File: src/rtl/tick_timer.sv
// Down-counting tick timer with one-shot / auto-reload modes, pause/resume,
// single-cycle expiry pulse and sticky irq / overrun flags.
module tick_timer #(
  parameter int unsigned DW = 32
) (
  input  logic          clk,
  input  logic          rst_n,
  input  logic          tick,
  input  logic          start,
  input  logic          stop,
  input  logic          pause,
  input  logic          periodic,
  input  logic [DW-1:0] load_val,
  input  logic          irq_clr,
  output logic [DW-1:0] cnt,
  output logic [1:0]    state,
  output logic          busy,
  output logic          expire,
  output logic          irq,
  output logic          ovr
);

  typedef enum logic [1:0] {
    IDLE  = 2'd0,
    RUN   = 2'd1,
    PAUSE = 2'd2,
    DONE  = 2'd3
  } state_t;

  state_t        st_q, st_n;
  logic [DW-1:0] cnt_q, cnt_n;
  logic [DW-1:0] period_q, period_n;
  logic          mode_q, mode_n;
  logic          expire_q, expire_n;
  logic          irq_q, irq_n;
  logic          ovr_q, ovr_n;

  always_ff @(posedge clk or negedge rst_n) begin
    if (!rst_n) begin
      st_q     <= IDLE;
      cnt_q    <= '0;
      period_q <= '0;
      mode_q   <= 1'b0;
      expire_q <= 1'b0;
      irq_q    <= 1'b0;
      ovr_q    <= 1'b0;
    end else begin
      st_q     <= st_n;
      cnt_q    <= cnt_n;
      period_q <= period_n;
      mode_q   <= mode_n;
      expire_q <= expire_n;
      irq_q    <= irq_n;
      ovr_q    <= ovr_n;
    end
  end

  // Command decode, priority stop > start > pause > tick.
  always_comb begin
    st_n     = st_q;
    cnt_n    = cnt_q;
    period_n = period_q;
    mode_n   = mode_q;
    expire_n = 1'b0;

    if (stop) begin
      st_n  = IDLE;
      cnt_n = '0;
    end else if (start) begin
      if (st_q == PAUSE) begin
        st_n = RUN;
      end else if (load_val != '0) begin
        period_n = load_val;
        mode_n   = periodic;
        cnt_n    = load_val;
        st_n     = RUN;
      end
    end else if (pause) begin
      if (st_q == RUN) st_n = PAUSE;
    end else if (tick && (st_q == RUN)) begin
      if (cnt_q > DW'(1)) begin
        cnt_n = cnt_q - DW'(1);
      end else begin
        expire_n = 1'b1;
        if (mode_q) begin
          cnt_n = period_q;
        end else begin
          cnt_n = '0;
          st_n  = DONE;
        end
      end
    end

    // Set wins over clear for both sticky flags.
    irq_n = (irq_q & ~irq_clr) | expire_n;
    ovr_n = (ovr_q & ~irq_clr) | (expire_n & irq_q);
  end

  assign cnt    = cnt_q;
  assign state  = st_q;
  assign busy   = (st_q == RUN) || (st_q == PAUSE);
  assign expire = expire_q;
  assign irq    = irq_q;
  assign ovr    = ovr_q;

endmodule

File: config.mk
export PLATFORM = sky130hd
export DESIGN_NAME = tick_timer
export DESIGN_NICKNAME = d
export VERILOG_FILES = /design/src/rtl/tick_timer.sv
export SDC_FILE = /design/constraint.sdc
export NUM_CORES = 1
export LEC_CHECK = 0
export CAP_MARGIN = 20
export CELL_PAD_IN_SITES_DETAIL_PLACEMENT = 0
export CELL_PAD_IN_SITES_GLOBAL_PLACEMENT = 2
export CORE_MARGIN = 1.5
export CORE_UTILIZATION = 35
export DETAILED_ROUTE_END_ITERATION = 8
export HOLD_SLACK_MARGIN = 0.02
export PLACE_DENSITY_LB_ADDON = 0.1
export SETUP_SLACK_MARGIN = 0.5
export SYNTH_ARGS = -nofsm -noshare
export SYNTH_HDL_FRONTEND = slang
export SYNTH_SLANG_ARGS = --single-unit
File: constraint.sdc
create_clock -name clk -period 4.7 [get_ports clk]
set_input_delay 1.175 -clock clk [delete_from_list [all_inputs] [get_ports clk]]
set_output_delay 1.175 -clock clk [all_outputs]
set_load 0.02 [all_outputs]
==> summary.md, run 1 <==
| Metric | Value |
|---|---|
| Crit. End Element | flip-flop |
| Syn Inst Count | 436 |
| CTS resizes | 0 |
| Sequential share of the synthesized area | 42.6% |
| Asr flop ratio synth | 100% |
| Vias per cell | 5.78 |
| Max-Cap Viols | 0 |
| All-Layer GR Usage | 22.9% |
| Post-Syn Area per Cell | 9.44 µm² |
| DIE HEIGHT | 111 µm |
| Worst Tran Pin Value | 1080 ps |
| Worst vdd ir | 0.000223 V |
| Die ar. | 12400 µm² |
| Final Skew | 4.18 ps |
| Post-synth top area share | 42.6% |
| Post-synth top area cell | dfrtp_1 |
| Kind of critical path | flip-flop to flip-flop |
| Final Core Density | 47.0% |
| Most common cell in the netlist | dfrtp_1 |
| Die Wd | 111 µm |
| Gpl congestion | 0.762 |
| Vias in the first global route | 3850 |
| Antenna viol nets, final | 0 |
| Detailed Route Iter0 Violations | 210 |
| CTS sink cnt | 70 |
| Met3 WL | 717 µm |
| DRC | 0 |
| Top FF cell, synth | dfrtp_1 |
| I/O Buffers | 77 |
| Min-delay src | period_q[14]$_DFFE_PN0P_ |
| # IOs | 78 |
| Crit Reg-Reg Endpoint | cnt[13]$_DFFE_PN0P_ |
| H-tree Lvls | 3 |
| Ant. Diodes | 0 |
| Largest net degree at the start of global routing | 40 |
| Wirelength per Cell | 20.5 µm |
| Hold_buf cts | 0 |
| Crit start category | flip-flop |
| Clk_lat worst skew | 340 ps |
| Placeable Area | 11400 µm² |
| CP Max Fanout | 22 |
| Place WS | 1090 ps |
| Placed insts | 646 |
| Hold Vio Cnt, Final | 0 |
| Fmax | 299 MHz |
| Global route overflow | 0 |
| Mapped Nets | 480 |
| Layout cell share with drive strength beyond 1 | 8.29% |
| Initial antenna violation count | 0 |
| Setup tns final | 0 ps |
| #FFs+latches synth | 70 |
| Max Root-Sink Buffers | 2 |
| Hpwl dp | 9360 µm |
| Number of fill cells | 1164 |
| First-pass GRT wire length | 22000 µm |
| Area grow syn2layout | 30.3% |
| RSZ-0062 raised after global routing | false |
| Setup-failing EPs final | 0 |
| Tcrit/Tclk final | 71.1% |
| Leak | 2.15 nW |
| Std cell rows | 39 |
| Wire length on met2 | 5970 µm |
| Final critical-path required period | 3340 ps |
| Synth top area cells | dfrtp_1, mux2_1, nand2_1 |
| Fin. max-slew vios | 0 |
| Worst path required time | 4920 ps |
| Cell variety after synth | 56 |
| Total Wirelength | 13500 µm |
| Worst Hold Depth | 2 |
| Yosys warnings | 0 |
| WHS Endpoint | period_q[14]$_DFFE_PN0P_ |
| Top routing layer in use | met4 |
| Number of synthesized flops with an enable pin | 0 |
| Arr. time, crit path | 3570 ps |
| Wl on met1 | 6610 µm |
| CTS buffer count | 9 |
| Setup Buffers After CTS | 0 |
| Cell Area, Synth | 4120 µm² |
| Critical R2R Launch | cnt[14]$_DFFE_PN0P_ |
| R2R Setup Slk | 1360 ps |
| Slew HR | 28.1% |
| Initial DRT Pass Iterations | 4 |
| Setup WS post-layout | 1360 ps |
| TritonCTS clock tree | built |
| Vias after detailed routing | 3826 |
| Hold Crit Class | flip-flop to flip-flop |
| Status | complete, no violations |
| Clk root buf | clkbuf_16 |
| Initial core utilization | 36.0% |
| Final #Nets | 559 |
| R2R depth | 7 |
| Clk slew on worst S/H paths | 50 ps |
| Power per cell area | 348 nW/µm² |
| Synth top cells by count | dfrtp_1, nand2_1, nor2_1, mux2_1, a21oi_1 |
| Filler-free cell count of the finished design | 662 |
-- per-stage QoR --
step | area, µm² | hold slack [ps] | power, mW
final | 5360 | 470 | 1.87
after global placement | 5070 | 452 | 1.23
after floorplan | 4120 | 438 | 1.02
after detailed placement | 5070 | 458 | 1.24
after global routing | 5360 | 498 | 1.96
after CTS | 5340 | 472 | 1.88
-- worst max path at each step --
stage	from	to	depth (start not counted)
6_report	cnt[14]$_DFFE_PN0P_	cnt[13]$_DFFE_PN0P_	7
2_1_floorplan	load_val[3]	cnt[19]$_DFFE_PN0P_	8
3_5_place_dp	load_val[13]	cnt[30]$_DFFE_PN0P_	6
5_1_grt	cnt[14]$_DFFE_PN0P_	cnt[13]$_DFFE_PN0P_	7
3_3_place_gp	load_val[29]	cnt[30]$_DFFE_PN0P_	6
4_1_cts	cnt[12]$_DFFE_PN0P_	cnt[13]$_DFFE_PN0P_	7
-- area by class of cell --
cell class	count	area, µm²	area share [%]
clock buffers	14	264	4.92
clock inverters	1	5.00	0.0933
inverters	8	30.0	0.560
multi-input cells	332	2210	41.3
flip-flops and latches	70	1750	32.7
well taps	143	179	3.34
repair buffers	94	918	17.1
-- cells by family after synthesis --
family                     count (synthesis)  synth area share [%]
and+or+nand+nor                          175                  22.1
buffers and inverters                     34                  3.74
muxes                                     27                  7.39
adders and majority gates                  4                  1.22
AOI/OAI and AO/OA                        104                  18.3
DFF                                       70                  42.6
xor gates and xnor gates                  22                  4.68
-- state kept, by name (all words and copies together) (netlist names) --
name,count
irq,1
cnt,32
ovr,1
period_q,32
state,2
mode_q,1
expire,1
-- power by group --
group | internal (mW) | total, mW | switching (mW) | leakage [nW]
combinational | 0.205 | 0.467 | 0.262 | 1.14
clock | 0.383 | 0.637 | 0.254 | 0.133
sequential | 0.682 | 0.762 | 0.0801 | 0.876
-- layer usage --
metal | track usage, % | vias up
met5 | 0 | -
met4 | 8.52 | 0
met3 | 4.14 | 18
met2 | 33.5 | 114
met1 | 33.6 | 1904
li1 | - | 1790
-- layout by cell type, fill, tap and decap left out, drive strengths merged, types with 3 or more instances in the layout --
cell type	synthesis	layout
xor2	14	14
mux2	27	27
nand2	52	52
or2	3	3
o211ai	3	3
a31oi	7	7
o31ai	4	4
nand4	9	9
a211oi	11	11
o41ai	10	10
ha	4	4
nand3	11	11
a32oi	3	3
xnor2	8	8
and3	8	8
a21oi	24	24
nor4	19	19
a311oi	7	7
nor3	14	14
buf	6	18
clkbuf	20	14
o21ai	15	15
dfrtp	70	70
clkdlybuf4s50	0	76
a221o	7	7
or3	7	7
nor2b	13	13
nor2	32	32
inv	8	8
-- critical path, stage by stage (launching register included) --
cell     delay, ps
dfrtp_1        430
nor4_1         630
and4_1         450
or4b_1         960
buf_4          370
nand2_2         50
a21oi_1         60
a221o_1        260
Note: power is estimated with default switching activity, not from simulation.
==> inputs of run 2 (changes only) <==
--- a/config.mk
+++ b/config.mk
@@ -9,7 +9,7 @@
 export CELL_PAD_IN_SITES_DETAIL_PLACEMENT = 0
 export CELL_PAD_IN_SITES_GLOBAL_PLACEMENT = 2
 export CORE_MARGIN = 1.5
-export CORE_UTILIZATION = 35
+export CORE_UTILIZATION = 29
 export DETAILED_ROUTE_END_ITERATION = 8
 export HOLD_SLACK_MARGIN = 0.02
 export PLACE_DENSITY_LB_ADDON = 0.1
==> constraint.sdc (replaced) <==
create_clock -name clk -period 2.9 [get_ports clk]
set_input_delay 0.725 -clock clk [delete_from_list [all_inputs] [get_ports clk]]
set_output_delay 0.725 -clock clk [all_outputs]
set_load 0.02 [all_outputs]
==> run 2 against run 1 <==
  * Non-clock buffer count increased by 76
  * Critical endpoint is now ovr$_DFF_PN0_
  * Critical path depth unchanged
  * Clock power increased by 57%
  * Design area increased by 21%
  * Maximum frequency increased by 33%
  * Cell count increased by 17%
  * Count of clock-buffer cells in the layout decreased by 2
  * Hold slack got worse by 53 ps
  * Global-route usage decreased by 1.9 points
  * First-iteration DRC count decreased by 17%
  * Utilization decreased by 0.22 points
  * Sequential share of layout area decreased by 5.6 points
==> summary.md, run 2 (synthesis results as in run 1) <==
| Metric | Value |
|---|---|
| Vias after detailed routing | 4095 (+7.0%) |
| Initial core utilization | 29.6% (-6.4 points) |
| Gpl congestion | 0.762 (about the same) |
| Kind of critical path | flip-flop to flip-flop |
| Hold_buf cts | 0 (unchanged) |
| Max Root-Sink Buffers | 2 (unchanged) |
| Hold Crit Class | input pin to asynchronous set/reset pin |
| Initial DRT Pass Iterations | 4 (unchanged) |
| Area grow syn2layout | 57.6% |
| Clk slew on worst S/H paths | 50 ps (about the same) |
| Fmax | 399 MHz (+33%) |
| Ant. Diodes | 0 (unchanged) |
| DIE HEIGHT | 122 µm (+9.6%) |
| Hold slack final | 417 ps (-53.0 ps) |
| DRC | 0 (unchanged) |
| Clk_lat worst skew | 340 ps (about the same) |
| Tcrit/Tclk final | 86.4% (+15 points) |
| Clk root buf | clkbuf_16 |
| Placeable Area | 13900 µm² (+22%) |
| Final Skew | 6.32 ps (+2.14 ps) |
| H-tree Lvls | 3 (unchanged) |
| CP Max Fanout | 6 (-73%) |
| Antenna viol nets, final | 0 (unchanged) |
| Final #Nets | 635 (+14%) |
| Die ar. | 14900 µm² (+20%) |
| Slew HR | 61.9% (+34 points) |
| Crit. End Element | flip-flop |
| Worst Tran Pin Value | 571 ps (-508 ps) |
| Die Wd | 122 µm (+9.6%) |
| Std cell rows | 43 (+10%) |
| Detailed Route Iter0 Violations | 174 (-17%) |
| Hpwl dp | 9920 µm (+6.1%) |
| Arr. time, crit path | 2750 ps (-820 ps) |
| Crit start category | flip-flop |
| Wirelength per Cell | 20.0 µm (-2.1%) |
| Vias per cell | 5.29 (-8.5%) |
| Pwr Total | 3.19 mW (+71%) |
| All-Layer GR Usage | 20.9% (-1.9 points) |
| Final critical-path required period | 2510 ps (-836 ps) |
| Leak | 2.73 nW (+27%) |
| Commonest cells after routing, fill and taps aside | buf_4, dfrtp_1, clkdlybuf4s50_1 |
| Largest net degree at the start of global routing | 71 (+78%) |
| Status | complete, no violations |
| Commonest non-fill, non-tap cell in the layout | buf_4 |
| Setup-failing EPs final | 0 (unchanged) |
| Power per cell area | 492 nW/µm² (+41%) |
| Max-Cap Viols | 0 (unchanged) |
| Initial antenna violation count | 0 (unchanged) |
| Total Wirelength | 15500 µm (+14%) |
| CTS sink cnt | 70 (unchanged) |
| # IOs | 78 (unchanged) |
| Hold Vio Cnt, Final | 0 (unchanged) |
| Worst vdd ir | 0.000289 V (+30%) |
| Worst path required time | 3140 ps (-1780 ps) |
| TritonCTS clock tree | built |
| Layout cell share with drive strength beyond 1 | 28.3% (+20 points) |
| Fin. max-slew vios | 0 (unchanged) |
| I/O Buffers | 77 (unchanged) |
| Number of fill cells | 1343 (+15%) |
| Setup tns final | 0 ps (unchanged) |
| Vias in the first global route | 4170 (+8.3%) |
| Global route overflow | 0 (unchanged) |
| CTS buffer count | 9 (unchanged) |
| RSZ-0062 raised after global routing | true |
| First-pass GRT wire length | 23300 µm (+5.9%) |
==> run 2: changes by cell type in the layout (fill, tap and decap cells not counted), sizes merged <==
cell / change
clkbuf: +2
bufbuf: +1
dlygate4sd2: +8
buf: +71
clkinv: +1
clkdlybuf4s50: -11
dlymetal6s2s: +3
==> run 2: metal layers <==
layer	routed length (µm)	up-vias	track usage, %	part of all wire, %
met1	7380	2063	28.7	48
met2	7440	79	34.0	48
met5	0	-	0	0
met4	191	0	7.49	1.2
met3	484	12	2.53	3.1
li1	-	1941	-	-
==> run 2: worst max-delay path: stages, from the launching register on <==
cell       delay, ps
dfrtp_2          420
or3_4            400
or3_4            370
or4b_4           560
buf_4            180
clkbuf_16        150
buf_4            130
o32ai_1          200
==> run 2: timing repair <==
| item | in CTS | in global routing |
|---|---|---|
| endpoints found under the setup margin | 68 | 68 |
| setup buffers | 16 | 11 |
| gates resized for setup | 44 | 47 |
| pin swaps | 10 | 19 |
| gates cloned | 2 | 4 |
==> run 2: power breakdown <==
group | internal [mW] | switching [mW] | leakage (nW)
Clock | 0.590 | 0.415 | 0.128
Combinational | 0.453 | 0.485 | 1.73
Sequential | 1.11 | 0.141 | 0.871
Total | 2.15 | 1.04 | 2.73
==> run 2: area by class of cell <==
class | count | area (µm²) | area share [%]
Tap cell | 180 | 225 | 3.47
Inverter | 8 | 30.0 | 0.463
Clock inverter | 2 | 10.0 | 0.154
Multi-Input combinational cell | 332 | 2500 | 38.5
Clock buffer | 12 | 246 | 3.80
Sequential cell | 70 | 1760 | 27.1
Timing Repair Buffer | 170 | 1720 | 26.5
==> run 2: path summary, 6_finish.rpt <==
check / from / end / slack (ps) / cells past startpoint
setup / recovery: cnt[29]$_DFFE_PN0P_ / ovr$_DFF_PN0_ / 390 / 7
hold / removal: rst_n / state[0]$_DFFE_PN0P_ / 420 / 2
setup reg to reg: cnt[29]$_DFFE_PN0P_ / ovr$_DFF_PN0_ / 390 / 7
hold reg to reg: period_q[15]$_DFFE_PN0P_ / period_q[15]$_DFFE_PN0P_ / 470 / 2
max in group asynchronous: rst_n / cnt[0]$_DFFE_PN0P_ / 2170 / 2
min in group clk: period_q[15]$_DFFE_PN0P_ / period_q[15]$_DFFE_PN0P_ / 470 / 2
==> run 2: through the flow <==
step / util, % / instance area (µm²) / worst slack (ps) / cells
floorplan: - / 4120 / 411 / 436
global placement: 39.5 / 5480 / -213 / 727
detailed placement: 39.5 / 5480 / -247 / 727
CTS: 43.8 / 6070 / 434 / 759
global route: 46.7 / 6490 / 345 / 774
finish: 46.7 / 6490 / 394 / 774
==> inputs of run 3 (changes only) <==
--- a/config.mk
+++ b/config.mk
@@ -10,6 +10,8 @@
 export CELL_PAD_IN_SITES_GLOBAL_PLACEMENT = 2
 export CORE_MARGIN = 1.5
 export CORE_UTILIZATION = 29
+export CTS_BUF_LIST = sky130_fd_sc_hd__clkbuf_8 sky130_fd_sc_hd__clkbuf_16
+export CTS_CLUSTER_DIAMETER = 40
 export DETAILED_ROUTE_END_ITERATION = 8
 export HOLD_SLACK_MARGIN = 0.02
 export PLACE_DENSITY_LB_ADDON = 0.1
==> run 3 against run 2 <==
  * Hold slack worse by 0.97 ps
  * Critical path depth stayed put
  * Cell count stayed put
  * Largest cell class unchanged
  * Count of clock-buffer cells in the layout is 2 lower
  * Power is 0.21% lower
  * Clock skew hardly changed
  * Wire length is 0.36% lower
  * First-iteration DRC count is 12% higher
  * Sequential power hardly changed
  * Global-route usage stayed put
  * Via count is 0.51% higher
==> summary.md, run 3 (synthesis results as in run 1) <==
| Metric | Value |
|---|---|
| Tcrit/Tclk final | 86.2% (-0.17 points) |
| Final Skew | 6.02 ps (-0.310 ps) |
| Fmax | 400 MHz (+0.20%) |
| Detailed Route Iter0 Violations | 195 (+12%) |
| Final critical-path required period | 2500 ps (-5.07 ps) |
| DRC | 0 (unchanged) |
| Total Wirelength | 15400 µm (-0.36%) |
| Worst vdd ir | 0.000289 V (about the same) |
| Largest net degree at the start of global routing | 71 (unchanged) |
| Status | complete, no violations |
| Hold Crit Class | input pin to asynchronous set/reset pin |
| Kind of critical path | flip-flop to flip-flop |
| Slew HR | 62.5% (+0.54 points) |
| Final #Nets | 635 (unchanged) |
| Area grow syn2layout | 57.6% (unchanged) |
| DIE HEIGHT | 122 µm (unchanged) |
| Vias in the first global route | 4170 (unchanged) |
| Leak | 2.74 nW (+0.30%) |
| Arr. time, crit path | 2740 ps (about the same) |
| Worst setup path endpoint | ovr$_DFF_PN0_ |
| Critical R2R Launch | cnt[29]$_DFFE_PN0P_ |
| Power per cell area | 491 nW/µm² (-0.21%) |
| CP Max Fanout | 6 (unchanged) |
| Layout cell share with drive strength beyond 1 | 28.3% (unchanged) |
| Die ar. | 14900 µm² (unchanged) |
| All-Layer GR Usage | 20.9% (unchanged) |
| Gpl congestion | 0.762 (unchanged) |
| Ant. Diodes | 0 (unchanged) |
| Initial DRT Pass Iterations | 4 (unchanged) |
| Setup WS post-layout | 399 ps (+5.07 ps) |
| Commonest non-fill, non-tap cell in the layout | buf_4 |
| Fin. max-slew vios | 0 (unchanged) |
| Place WS | -247 ps (unchanged) |
| Hpwl dp | 9920 µm (unchanged) |
| Commonest cells after routing, fill and taps aside | buf_4, dfrtp_1, clkdlybuf4s50_1 |
| Wirelength per Cell | 19.9 µm (-0.36%) |
| TritonCTS clock tree | built |
| Design Area, Final | 6490 µm² (unchanged) |
| Clk_lat worst skew | 340 ps (about the same) |
| Initial core utilization | 29.6% (unchanged) |
| Placeable Area | 13900 µm² (unchanged) |
| Pwr Total | 3.18 mW (-0.21%) |
| Max-Cap Viols | 0 (unchanged) |
| Setup-failing EPs final | 0 (unchanged) |
| Vias after detailed routing | 4116 (+0.51%) |
| Max Root-Sink Buffers | 2 (unchanged) |
| Hold Vio Cnt, Final | 0 (unchanged) |
| Clk root buf | clkbuf_16 |
| Final Core Density | 46.7% (unchanged) |
| Number of fill cells | 1343 (unchanged) |
| Worst Tran Pin Value | 558 ps (-13.3 ps) |
| Worst path required time | 3140 ps (about the same) |
| Crit start category | flip-flop |
| # IOs | 78 (unchanged) |
| First-pass GRT wire length | 23300 µm (unchanged) |
| Crit path launch | cnt[29]$_DFFE_PN0P_ |
| R2R Setup Slk | 400 ps (about the same) |
| Setup tns final | 0 ps (unchanged) |
| Crit Reg-Reg Endpoint | ovr$_DFF_PN0_ |
| H-tree Lvls | 3 (unchanged) |
| Placed standard-cell area | 5480 µm² (unchanged) |
| Crit. End Element | flip-flop |
| R2R depth | 7 (unchanged) |
| I/O Buffers | 77 (unchanged) |
| Global route overflow | 0 (unchanged) |
| Initial antenna violation count | 0 (unchanged) |
| CTS buffer count | 9 (unchanged) |
| Vias per cell | 5.32 (+0.51%) |
| Die Wd | 122 µm (unchanged) |
| Antenna viol nets, final | 0 (unchanged) |
| Std cell rows | 43 (unchanged) |
| CTS sink cnt | 70 (unchanged) |
| RSZ-0062 raised after global routing | true |
| Clk slew on worst S/H paths | 50 ps (about the same) |
## run 3: cell count changes in the layout (fill, tap and decap cells not counted), sizes merged
cell	before	now
inv	8	10
clkbuf	16	14
## run 3: cell type report
class / count / area, µm² / share of cell area, %
multi-input combinational: 332 / 2500 / 38.5
clock inverter: 4 / 17.5 / 0.270
timing repair buffer: 170 / 1720 / 26.5
sequential: 70 / 1760 / 27.1
clock buffer: 10 / 239 / 3.68
inverter: 8 / 30.0 / 0.463
tap: 180 / 225 / 3.47
## run 3: power by group
part           total (mW)  switching, mW  internal [mW]
sequential           1.25          0.141           1.11
clock               0.999          0.417          0.583
combinational       0.936          0.483          0.453
## run 3: how the worst min path moves through the flow
stage                     slack, ps                        to
final                           420      state[0]$_DFFE_PN0P_
after detailed placement        460  period_q[15]$_DFFE_PN0P_
after CTS                       430  period_q[29]$_DFFE_PN0P_
after global placement          450  period_q[15]$_DFFE_PN0P_
after global routing            450      state[0]$_DFFE_PN0P_
after floorplan                 430        cnt[0]$_DFFE_PN0P_
## run 3: repair_timing
| item | 4_1_cts | 5_1_grt |
|---|---|---|
| pin swaps | 10 | 19 |
| cloned | 2 | 4 |
| resized for setup | 44 | 47 |
| setup endpoints to repair | 68 | 68 |
| hold buffers | 0 | 0 |
| setup buffers | 16 | 11 |
## run 3: routing by layer
| layer | GRT usage [%] | part of all wire (%) | up-vias |
|---|---|---|---|
| li1 | - | - | 1943 |
| met1 | 28.7 | 47 | 2088 |
| met2 | 34.0 | 48 | 72 |
| met3 | 2.53 | 2.7 | 13 |
| met4 | 7.49 | 1.4 | 0 |
| met5 | 0 | 0 | - |
## run 3: critical path: stages (launching register included)
cell and delay [ps]:
dfrtp_2 410, or3_4 390, or3_4 370, or4b_4 560, buf_4 180, clkbuf_16 150
buf_4 130, o32ai_1 200
## run 3: through the flow
step	hold slack, ps	instances
floorplan	429	436
global placement	453	727
detailed placement	456	727
CTS	432	759
global route	452	774
finish	416	774
==> variant, RTL diff (flow settings as in run 1) <==
`DW`: 32 -> 48.
--- a/src/rtl/tick_timer.sv
+++ b/src/rtl/tick_timer.sv
@@ -1,7 +1,7 @@
 // Down-counting tick timer with one-shot / auto-reload modes, pause/resume,
 // single-cycle expiry pulse and sticky irq / overrun flags.
 module tick_timer #(
-  parameter int unsigned DW = 32
+  parameter int unsigned DW = 48
 ) (
   input  logic          clk,
   input  logic          rst_n,
Interface: changed (resized cnt and load_val); port bits go from 78 to 110. The function was not compared with the original's and may differ.
==> variant against run 1 <==
- sequential cell count rose by 32
- synthesized cell count rose by 46%
- power rose by 40%
- final area rose by 46%
- hold slack improved by 0.022 ns
- critical endpoint is now cnt[35]
- routed wire length rose by 71%
- worst setup slack got worse by 0.35 ns
- largest power group unchanged
- first-iteration DRC count rose by 110%
- die area rose by 48%
- synthesized area rose by 50%
==> variant: results (changes against run 1) <==
status finished clean; pre-CTS WS 0.651 ns (-0.444 ns); worst r2r src cnt[20]; r2r endpoint cnt[28]; WHS Path Cells 1 (-1); Final Non-Filler Cells 964 (+46%); first-pass GRT wire length 36.0 mm (+64%); nonclk buf count 130 (+38%); Critical path origin load_val[45]; CP Max Fanout 19 (-14%); fin crit share 78.5% (+7.4 points); Post-Synth XOR/XNOR Area 3.56% (-1.1 points); Layout clock area frac 3.92% (-1.1 points); CP Capture Point cnt[35]; non-clock inverter count 19 (+11); Mapped Area 0.00616 sq mm (+50%); Starting DRT DRC Count 447 (+110%); sequential area share after synthesis 41.5% (-1.1 points); Synth Area per Inst 9.65 sq um (+2.2%); top post-synthesis cells by area dfrtp_1 41%, mux2_2 8.6%, nand2_1 3.0%; Crit-path slowest cell nor4_1; multi-input logic area 0.00335 sq mm (+51%); maximum vdd drop 0.190 mV (-15%); sequential cells 102 (+46%); Total Routed Length 23.1 mm (+71%); Rel. slew slack 25.8% (-2.3 points); multi-input gate count 472 (+42%); reg2reg path depth 6 (-1); Yosys cell types 72 (+29%); PortBufs 109 (+42%); Filler cells 1,635 (+40%); Post-Place Cell Area 0.00751 sq mm (+48%); Synth Area in Adders 0.813% (-0.40 points); Final GP Congestion 0.891 (+17%)
-- variant: cell types whose count changed in the layout (fill, tap and decap cells not counted), sizes merged, moves of 11 or more --
cell                  run 1  this run
dfrtp                    70       102
clkdlybuf4s50            76       107
mux2                     27        47
nand4                     9        24
inv                       8        22
o211ai                    3        17
a22oi                     1        14
nor2b                    13         2
nor4                     19        30
-- variant: how the worst min path moves through the flow --
stage | startpoint | endpoint | slack, ns
CTS | period_q[33] | cnt[33] | 0.50
detailed placement | period_q[33] | cnt[33] | 0.48
finish | period_q[39] | cnt[39] | 0.49
global placement | period_q[39] | cnt[39] | 0.46
floorplan | period_q[39] | cnt[39] | 0.45
global route | period_q[41] | period_q[41] | 0.51
-- variant: power by group --
group	leakage, uW	internal (uW)	switching (uW)
logic	0.00160	307	393
registers	0.00128	990	114
clock network	0.000141	421	383
total	0.00302	1720	890
-- variant: routing by layer --
layer / wire (um) / global-route usage [%]
met1: 10200 / 34.8
met2: 11100 / 42.1
met3: 1270 / 5.16
met4: 561 / 9.14
met5: 0 / 0
